===== src/rtl/flash_reader_pkg.sv =====
// flash_reader_pkg: shared state encoding, data widths and default parameters for the flash sample reader
package flash_reader_pkg;
    localparam int SAMPLE_W        = 16;
    localparam int FLASH_DATA_W    = 32;
    localparam int ADDR_W_DEF      = 23;
    localparam int TIMEOUT_CYC_DEF = 255;

    typedef enum logic [2:0] {
        IDLE,
        ISSUE,
        WAIT_DATA,
        EMIT0,
        EMIT1,
        FINISH
    } state_t;
endpackage


===== src/rtl/flash_timeout_ctr.sv =====
// flash_timeout_ctr: cycle counter that flags expiry after LIMIT counted cycles
// Ports: clk, rst (async, active-high); load clears the count; count advances it;
//        expire is high on the LIMIT-th counted cycle.
module flash_timeout_ctr #(
    parameter int LIMIT = 255
) (
    input  logic clk,
    input  logic rst,
    input  logic load,
    input  logic count,
    output logic expire
);
    localparam int CW = $clog2(LIMIT + 1);

    logic [CW-1:0] r_cnt;

    always_ff @(posedge clk or posedge rst)
        if (rst)
            r_cnt <= '0;
        else if (load)
            r_cnt <= '0;
        else if (count)
            r_cnt <= r_cnt + 1'b1;

    // Combinational so the FSM leaves on the LIMIT-th cycle, not one later.
    assign expire = count && (r_cnt == CW'(LIMIT - 1));
endmodule


===== src/rtl/flash_sample_reader.sv =====
// flash_sample_reader: fetch one 32-bit flash word and emit its two 16-bit samples in dir_flag order
// Ports: clk, rst (async, active-high); start/addr/dir_flag request a fetch; busy/done report progress;
//        flash_read/flash_addr/flash_waitrequest/flash_readdatavalid/flash_readdata form the flash master;
//        sample/sample_valid/sample_ready form the sample stream; timeout flags an aborted fetch.
// Build option: FLASH_TIMEOUT_EN adds a fetch timeout of TIMEOUT_CYC cycles.
module flash_sample_reader
    import flash_reader_pkg::*;
#(
    parameter int ADDR_W      = ADDR_W_DEF,
    parameter int TIMEOUT_CYC = TIMEOUT_CYC_DEF
) (
    input  logic                    clk,
    input  logic                    rst,
    input  logic                    start,
    input  logic [ADDR_W-1:0]       addr,
    input  logic                    dir_flag,
    output logic                    busy,
    output logic                    done,
    output logic                    flash_read,
    output logic [ADDR_W-1:0]       flash_addr,
    input  logic                    flash_waitrequest,
    input  logic                    flash_readdatavalid,
    input  logic [FLASH_DATA_W-1:0] flash_readdata,
    output logic [SAMPLE_W-1:0]     sample,
    output logic                    sample_valid,
    input  logic                    sample_ready,
    output logic                    timeout
);
    state_t                  r_state, w_next;
    logic [ADDR_W-1:0]       r_addr;
    logic                    r_dir;
    logic [FLASH_DATA_W-1:0] r_data;
    logic                    w_expire;

`ifdef FLASH_TIMEOUT_EN
    logic r_tout;

    flash_timeout_ctr #(.LIMIT(TIMEOUT_CYC)) u_tmo (
        .clk    (clk),
        .rst    (rst),
        .load   (r_state == IDLE),
        .count  (r_state == ISSUE || r_state == WAIT_DATA),
        .expire (w_expire)
    );

    // FINISH is only reachable from the fetch states by expiry, so this is high exactly during an aborted FINISH.
    always_ff @(posedge clk or posedge rst)
        if (rst)
            r_tout <= 1'b0;
        else
            r_tout <= (w_next == FINISH) && (r_state == ISSUE || r_state == WAIT_DATA);

    assign timeout = r_tout;
`else
    logic w_unused_tcyc;
    assign w_unused_tcyc = (TIMEOUT_CYC == 0);
    assign w_expire      = 1'b0;
    assign timeout       = 1'b0;
`endif

    always_comb begin
        w_next = r_state;
        case (r_state)
            IDLE:      w_next = start ? ISSUE : IDLE;
            ISSUE:     w_next = w_expire ? FINISH : !flash_waitrequest ? WAIT_DATA : ISSUE;
            WAIT_DATA: w_next = flash_readdatavalid ? EMIT0 : w_expire ? FINISH : WAIT_DATA;
            EMIT0:     w_next = sample_ready ? EMIT1 : EMIT0;
            EMIT1:     w_next = sample_ready ? FINISH : EMIT1;
            FINISH:    w_next = IDLE;
            default:   w_next = IDLE;
        endcase
    end

    always_ff @(posedge clk or posedge rst)
        if (rst) begin
            r_state <= IDLE;
            r_addr  <= '0;
            r_dir   <= 1'b0;
            r_data  <= '0;
        end else begin
            r_state <= w_next;
            if (r_state == IDLE && start) begin
                r_addr <= addr;
                r_dir  <= dir_flag;
            end
            if (r_state == WAIT_DATA && flash_readdatavalid)
                r_data <= flash_readdata;
        end

    assign busy         = r_state != IDLE;
    assign done         = r_state == FINISH;
    assign flash_read   = r_state == ISSUE;
    assign flash_addr   = r_addr;
    assign sample_valid = r_state == EMIT0 || r_state == EMIT1;
    // The high half goes first when dir is set; EMIT1 always carries the opposite half.
    assign sample = r_state == EMIT0 ? (r_dir ? r_data[31:16] : r_data[15:0]) :
                    r_state == EMIT1 ? (r_dir ? r_data[15:0]  : r_data[31:16]) : '0;
endmodule


===== config.mk =====
export PLATFORM = sky130hd
export DESIGN_NAME = flash_sample_reader
export DESIGN_NICKNAME = d
export VERILOG_FILES = /design/src/rtl/flash_reader_pkg.sv /design/src/rtl/flash_timeout_ctr.sv /design/src/rtl/flash_sample_reader.sv
export SDC_FILE = /design/constraint.sdc
export NUM_CORES = 1
export LEC_CHECK = 0
export BUFFER_PORTS_ARGS = -buffer_cell sky130_fd_sc_hd__buf_2
export CAP_MARGIN = 20
export CORE_MARGIN = 1
export CORE_UTILIZATION = 51
export DETAILED_ROUTE_END_ITERATION = 12
export PLACE_DENSITY_LB_ADDON = 0.1
export SYNTH_ARGS = -nofsm -noshare
export SYNTH_HDL_FRONTEND = slang
export SYNTH_SLANG_ARGS = --single-unit

===== constraint.sdc =====
create_clock -name clk -period 2.8 [get_ports clk]
set_input_delay 0.42 -clock clk [delete_from_list [all_inputs] [get_ports clk]]
set_output_delay 0.42 -clock clk [all_outputs]
set_load 0.01 [all_outputs]

# Word-level counts from Yosys, hierarchy flattened
# Index checks and enable logic that the tools add are counted.
dict set report totals {
  n_memories 0
  romBits 0
  mem_bits_rw 0
  wordCells 24
  latchBits 0
  ff_bits 59
}
dict set report op_classes {
  bitwise 0
  eq_ne 5
  n_div 0
  n_reduce_logical 5
  n_shift 0
  multipliers 0
  magnitude_cmp 0
  n_mux 10
  n_addsub 0
}
# op n
set ops {}
lappend ops {{two-way mux 16 bit} 4}
lappend ops {{case mux 3 bit (5 select lines)} 1}
lappend ops {{== test 3 x 2 -> 1 bit, second input constant} 2}
lappend ops {{== test 3 bit, second input constant} 2}
lappend ops {{== test 3 x 1 -> 1 bit, second input constant} 1}
lappend ops {{zero test 3 bit} 1}
lappend ops {{two-way mux 1 bit} 3}
lappend ops {{two-way mux 3 bit} 1}
lappend ops {{nonzero test 3 bit} 1}
lappend ops {{logical AND 1 bit} 2}
lappend ops {{two-way mux 2 bit} 1}
lappend ops {{logical OR 1 bit} 1}

# Logic depth before layout (Yosys ltp)
dict set report depth {
  depth_word 3
  mapped_depth 4
  depth_no_buf 3
}

# Worst setup path after synthesis
# Ideal clock, no wire load.
dict set report synth_timing {
  path_kind {register -> output}
  startpoint {reg r_state[0]}
  endpoint {out sample[10]}
  n_path_buf 1
  path_stages_with_launch 5
  t_required_ps 2380
  slack_ps 947
  arrival_time_ps 1433
  cell_sequence {dfrtp_1 or3b_4 mux2i_4 buf_6 a22o_1}
}
dict set report synth_between {
  elab_chain_cells 3
}
# element line_no
set synth_rtl {}
lappend synth_rtl {{from (decl)} flash_sample_reader.sv:29} ;# state_t r_state, w_next;
lappend synth_rtl {{from (signal assigned)} flash_sample_reader.sv:81} ;# r_state <= w_next;
lappend synth_rtl {{== test 3 bit} flash_sample_reader.sv:97} ;# r_state == EMIT1 ? (r_dir ? r_data[15:0] : r_data[31:16]) : '0;
lappend synth_rtl {{two-way mux 16 bit} flash_sample_reader.sv:97}
lappend synth_rtl {{two-way mux 16 bit (*)} flash_sample_reader.sv:96} ;# assign sample = r_state == EMIT0 ? (r_dir ? r_data[31:16] : r_data[15:0]) :
lappend synth_rtl {{to (decl)} flash_sample_reader.sv:24} ;# output logic [SAMPLE_W-1:0] sample,
# Every way passes the cells marked *; elsewhere a longest branch is shown, timed or not.

# Worst setup path after layout
dict set report layout_timing {
  startpoint {reg r_state[0]}
  endpoint {out sample[12]}
}
# Same word-level chain as after synthesis.

==> flow_summary.json <==
{
  "outcome": "complete, no violations",
  "crit_end": "sample[12]",
  "r2r-end": "flash_addr[17]",
  "r2r_cells": 3,
  "synth.most_common_cell": "dfrtp_1",
  "postCtsHoldBufs": 0,
  "synthFlopType": "dfrtp_1",
  "path_clk_slew_ns": 0.06,
  "yosys.area.top_type_share_pct": 58.8,
  "timing.rr.start": "r_state[0]",
  "clockBufferDepth": 2,
  "worstPathRequired_ns": 2.38,
  "fin_ws_ns": 0.283,
  "ys_ff_latch": 59,
  "syn2layout_area_growth_pct": 28.9,
  "post-route-min-period_ns": 2.52,
  "synthArstFlopShare_pct": 100,
  "drt_iter0_markers": 57,
  "grt_pass1_vias": 1742,
  "holdWs_ns": 0.248,
  "maxSlewViolCount": 0,
  "tns_ns": 0,
  "avgSynthCellArea_um2": 15.3,
  "portBuffers": 104,
  "synthTopCellsByCount": "dfrtp_1 (59), mux2_2 (56), a22o_1 (10)",
  "skew_ns": 0.00394,
  "htreeDepth": 3,
  "end_kind": "primary output",
  "routed_wl_um": 4760,
  "ir_drop_uv": 571,
  "synth_edf_count": 0,
  "syn_area_um2": 2510,
  "vias": 1721,
  "syn_nets": 226,
  "initial_core_util_pct": 53.2,
  "pre_cts_ws_ns": 0.615,
  "viasPerCell": 4.99,
  "critPathLaunch": "r_state[0]",
  "power.density_nw_per_um2": 1110,
  "ant_nets": 0,
  "cts_buffers": 9,
  "wl_per_cell_um": 13.8,
  "place.gp.congestion": 0.805,
  "synth_cell_types": 22,
  "synthCells": 164,
  "yosysTopAreaCell": "dfrtp_1",
  "nNetsFinal": 335,
  "min_period_over_period_pct": 89.9,
  "post_cts.repair.setup_buffers": 0,
  "cts_sinks": 59,
  "worst-path-max-fanout": 16,
  "hold_violations": 0,
  "ys_seq_area_share_pct": 58.8,
  "dieArea_um2": 5210,
  "clockRootBuffer": "clkbuf_8",
  "postCtsResizedCells": 0,
  "synthTopCellsByArea": "dfrtp_1 (59%), mux2_2 (25%), a22o_1 (3.5%), a22o_2 (2.4%), buf_6 (1.8%)",
  "clock.fmax_ghz": 0.397,
  "grt_first_pass_wirelength_um": 7860,
  "num_antenna_cells": 0,
  "design.core.area_um2": 4720,
  "drc": 0,
  "power.leakage_nw": 1.58,
  "antenna_found_initial": 0,
  "setup_viol_count_final": 0,
  "grt_util_all_layers_pct": 20.0,
  "overflow": 0,
  "cp.arrival_ns": 2.10,
  "boundaryPins": 106,
  "hp-class": "input pin to async pin",
  "tightest_slew_ns": 0.799,
  "die_x_um": 72.2,
  "clkLatencyLatePin_ns": 0.32,
  "die_y_um": 72.2,
  "slew_headroom_pct": 46.7,
  "drive_above_1_share_pct": 67.6,
  "crit_type": "register to primary output",
  "num_rows": 25,
  "cts_tree": "built",
  "regToRegSetupSlack_ns": 0.83,
  "first_pass_iters": 4,
  "grt_max_degree": 41,
  "ys.warnings.count": 0,
  "max_cap_violations": 0,
  "hpwl_um": 3380,
  "fin_util_pct": 68.6,
  "rsz0062_at_grt": "false",
  "startpoint_type": "register"
}
-- cell families (layout without fill, tap and decap cells) --
group | Yosys count | in the layout | share of synthesized area [%]
muxes | 59 | 59 | 27.4
DFF | 59 | 59 | 58.8
AOI/OAI and AO/OA | 20 | 20 | 7.03
and+or+nand+nor | 13 | 13 | 3.39
buffers and inverters | 12 | 126 | 3.29
other | 1 | 1 | 0.149
-- placed cells by master (no fill, tap or decap) --
master and instances:
buf_2 104, dfrtp_1 59, mux2_2 56, clkbuf_8 11, a22o_1 10, a22o_2 6, nand3b_1 3, inv_1 3
nor2_1 3, clkbuf_1 3, nand2_1 2, mux2i_4 2, clkinv_2 2, buf_4 2, nor2_2 1, or3_4 1
nor2_4 1, mux2_1 1, nand2b_1 1, or3b_4 1, a21oi_1 1, a311o_1 1, o21ai_0 1, a2bb2oi_1 1
inv_2 1, conb_1 1
-- final cells by class --
type	count	area, um2
Clock buffer	14	163
Clock inverter	2	10.0
Fill cell	375	1490
Inverter	4	15.0
Multi-Input combinational cell	93	955
Sequential cell	59	1480
Tap cell	67	83.8
Timing Repair Buffer	106	536
-- worst min-delay path by stage --
stage | start | end | slack (ns) | depth (start not counted)
6_report | rst | flash_addr[4] | 0.25 | 2
5_1_grt | addr[0] | flash_addr[0] | 0.31 | 2
4_1_cts | rst | flash_addr[7] | 0.28 | 2
3_5_place_dp | flash_addr[0] | flash_addr[0] | 0.47 | 1
3_3_place_gp | flash_addr[0] | flash_addr[0] | 0.46 | 1
2_1_floorplan | r_data[16] | r_data[16] | 0.48 | 1
-- flip-flops by register name, indices dropped and copies added (netlist names) --
| name | flops |
|---|---|
| flash_addr | 23 |
| r_data | 32 |
| r_dir | 1 |
| r_state | 3 |
-- per-stage QoR --
stage / total power [mW] / std cells / area [um2]
5_1_grt: 3.86 / 345 / 3240
3_5_place_dp: 2.98 / 329 / 3070
4_1_cts: 3.65 / 345 / 3240
2_1_floorplan: 2.53 / 164 / 2510
3_3_place_gp: 2.93 / 329 / 3070
6_report: 3.61 / 345 / 3240
-- power breakdown --
part	leakage (nW)	switching, mW	total [mW]	internal (mW)
Combinational	0.792	0.606	1.40	0.792
Clock	0.0905	0.301	0.669	0.368
Sequential	0.702	0.251	1.54	1.29
-- critical path: stages (launching register included) --
cell	delay (ns)
dfrtp_1	0.46
or3b_4	0.47
mux2i_4	0.48
a22o_1	0.24
buf_2	0.13
-- metal layers --
layer / track usage, % / wire length, um / up-vias
li1: - / - / 812
met1: 24.9 / 2110 / 833
met2: 31.6 / 2290 / 69
met3: 6.39 / 289 / 7
met4: 10.0 / 76 / 0
met5: 0 / 0 / -
Power figures use the tool's default switching activity.
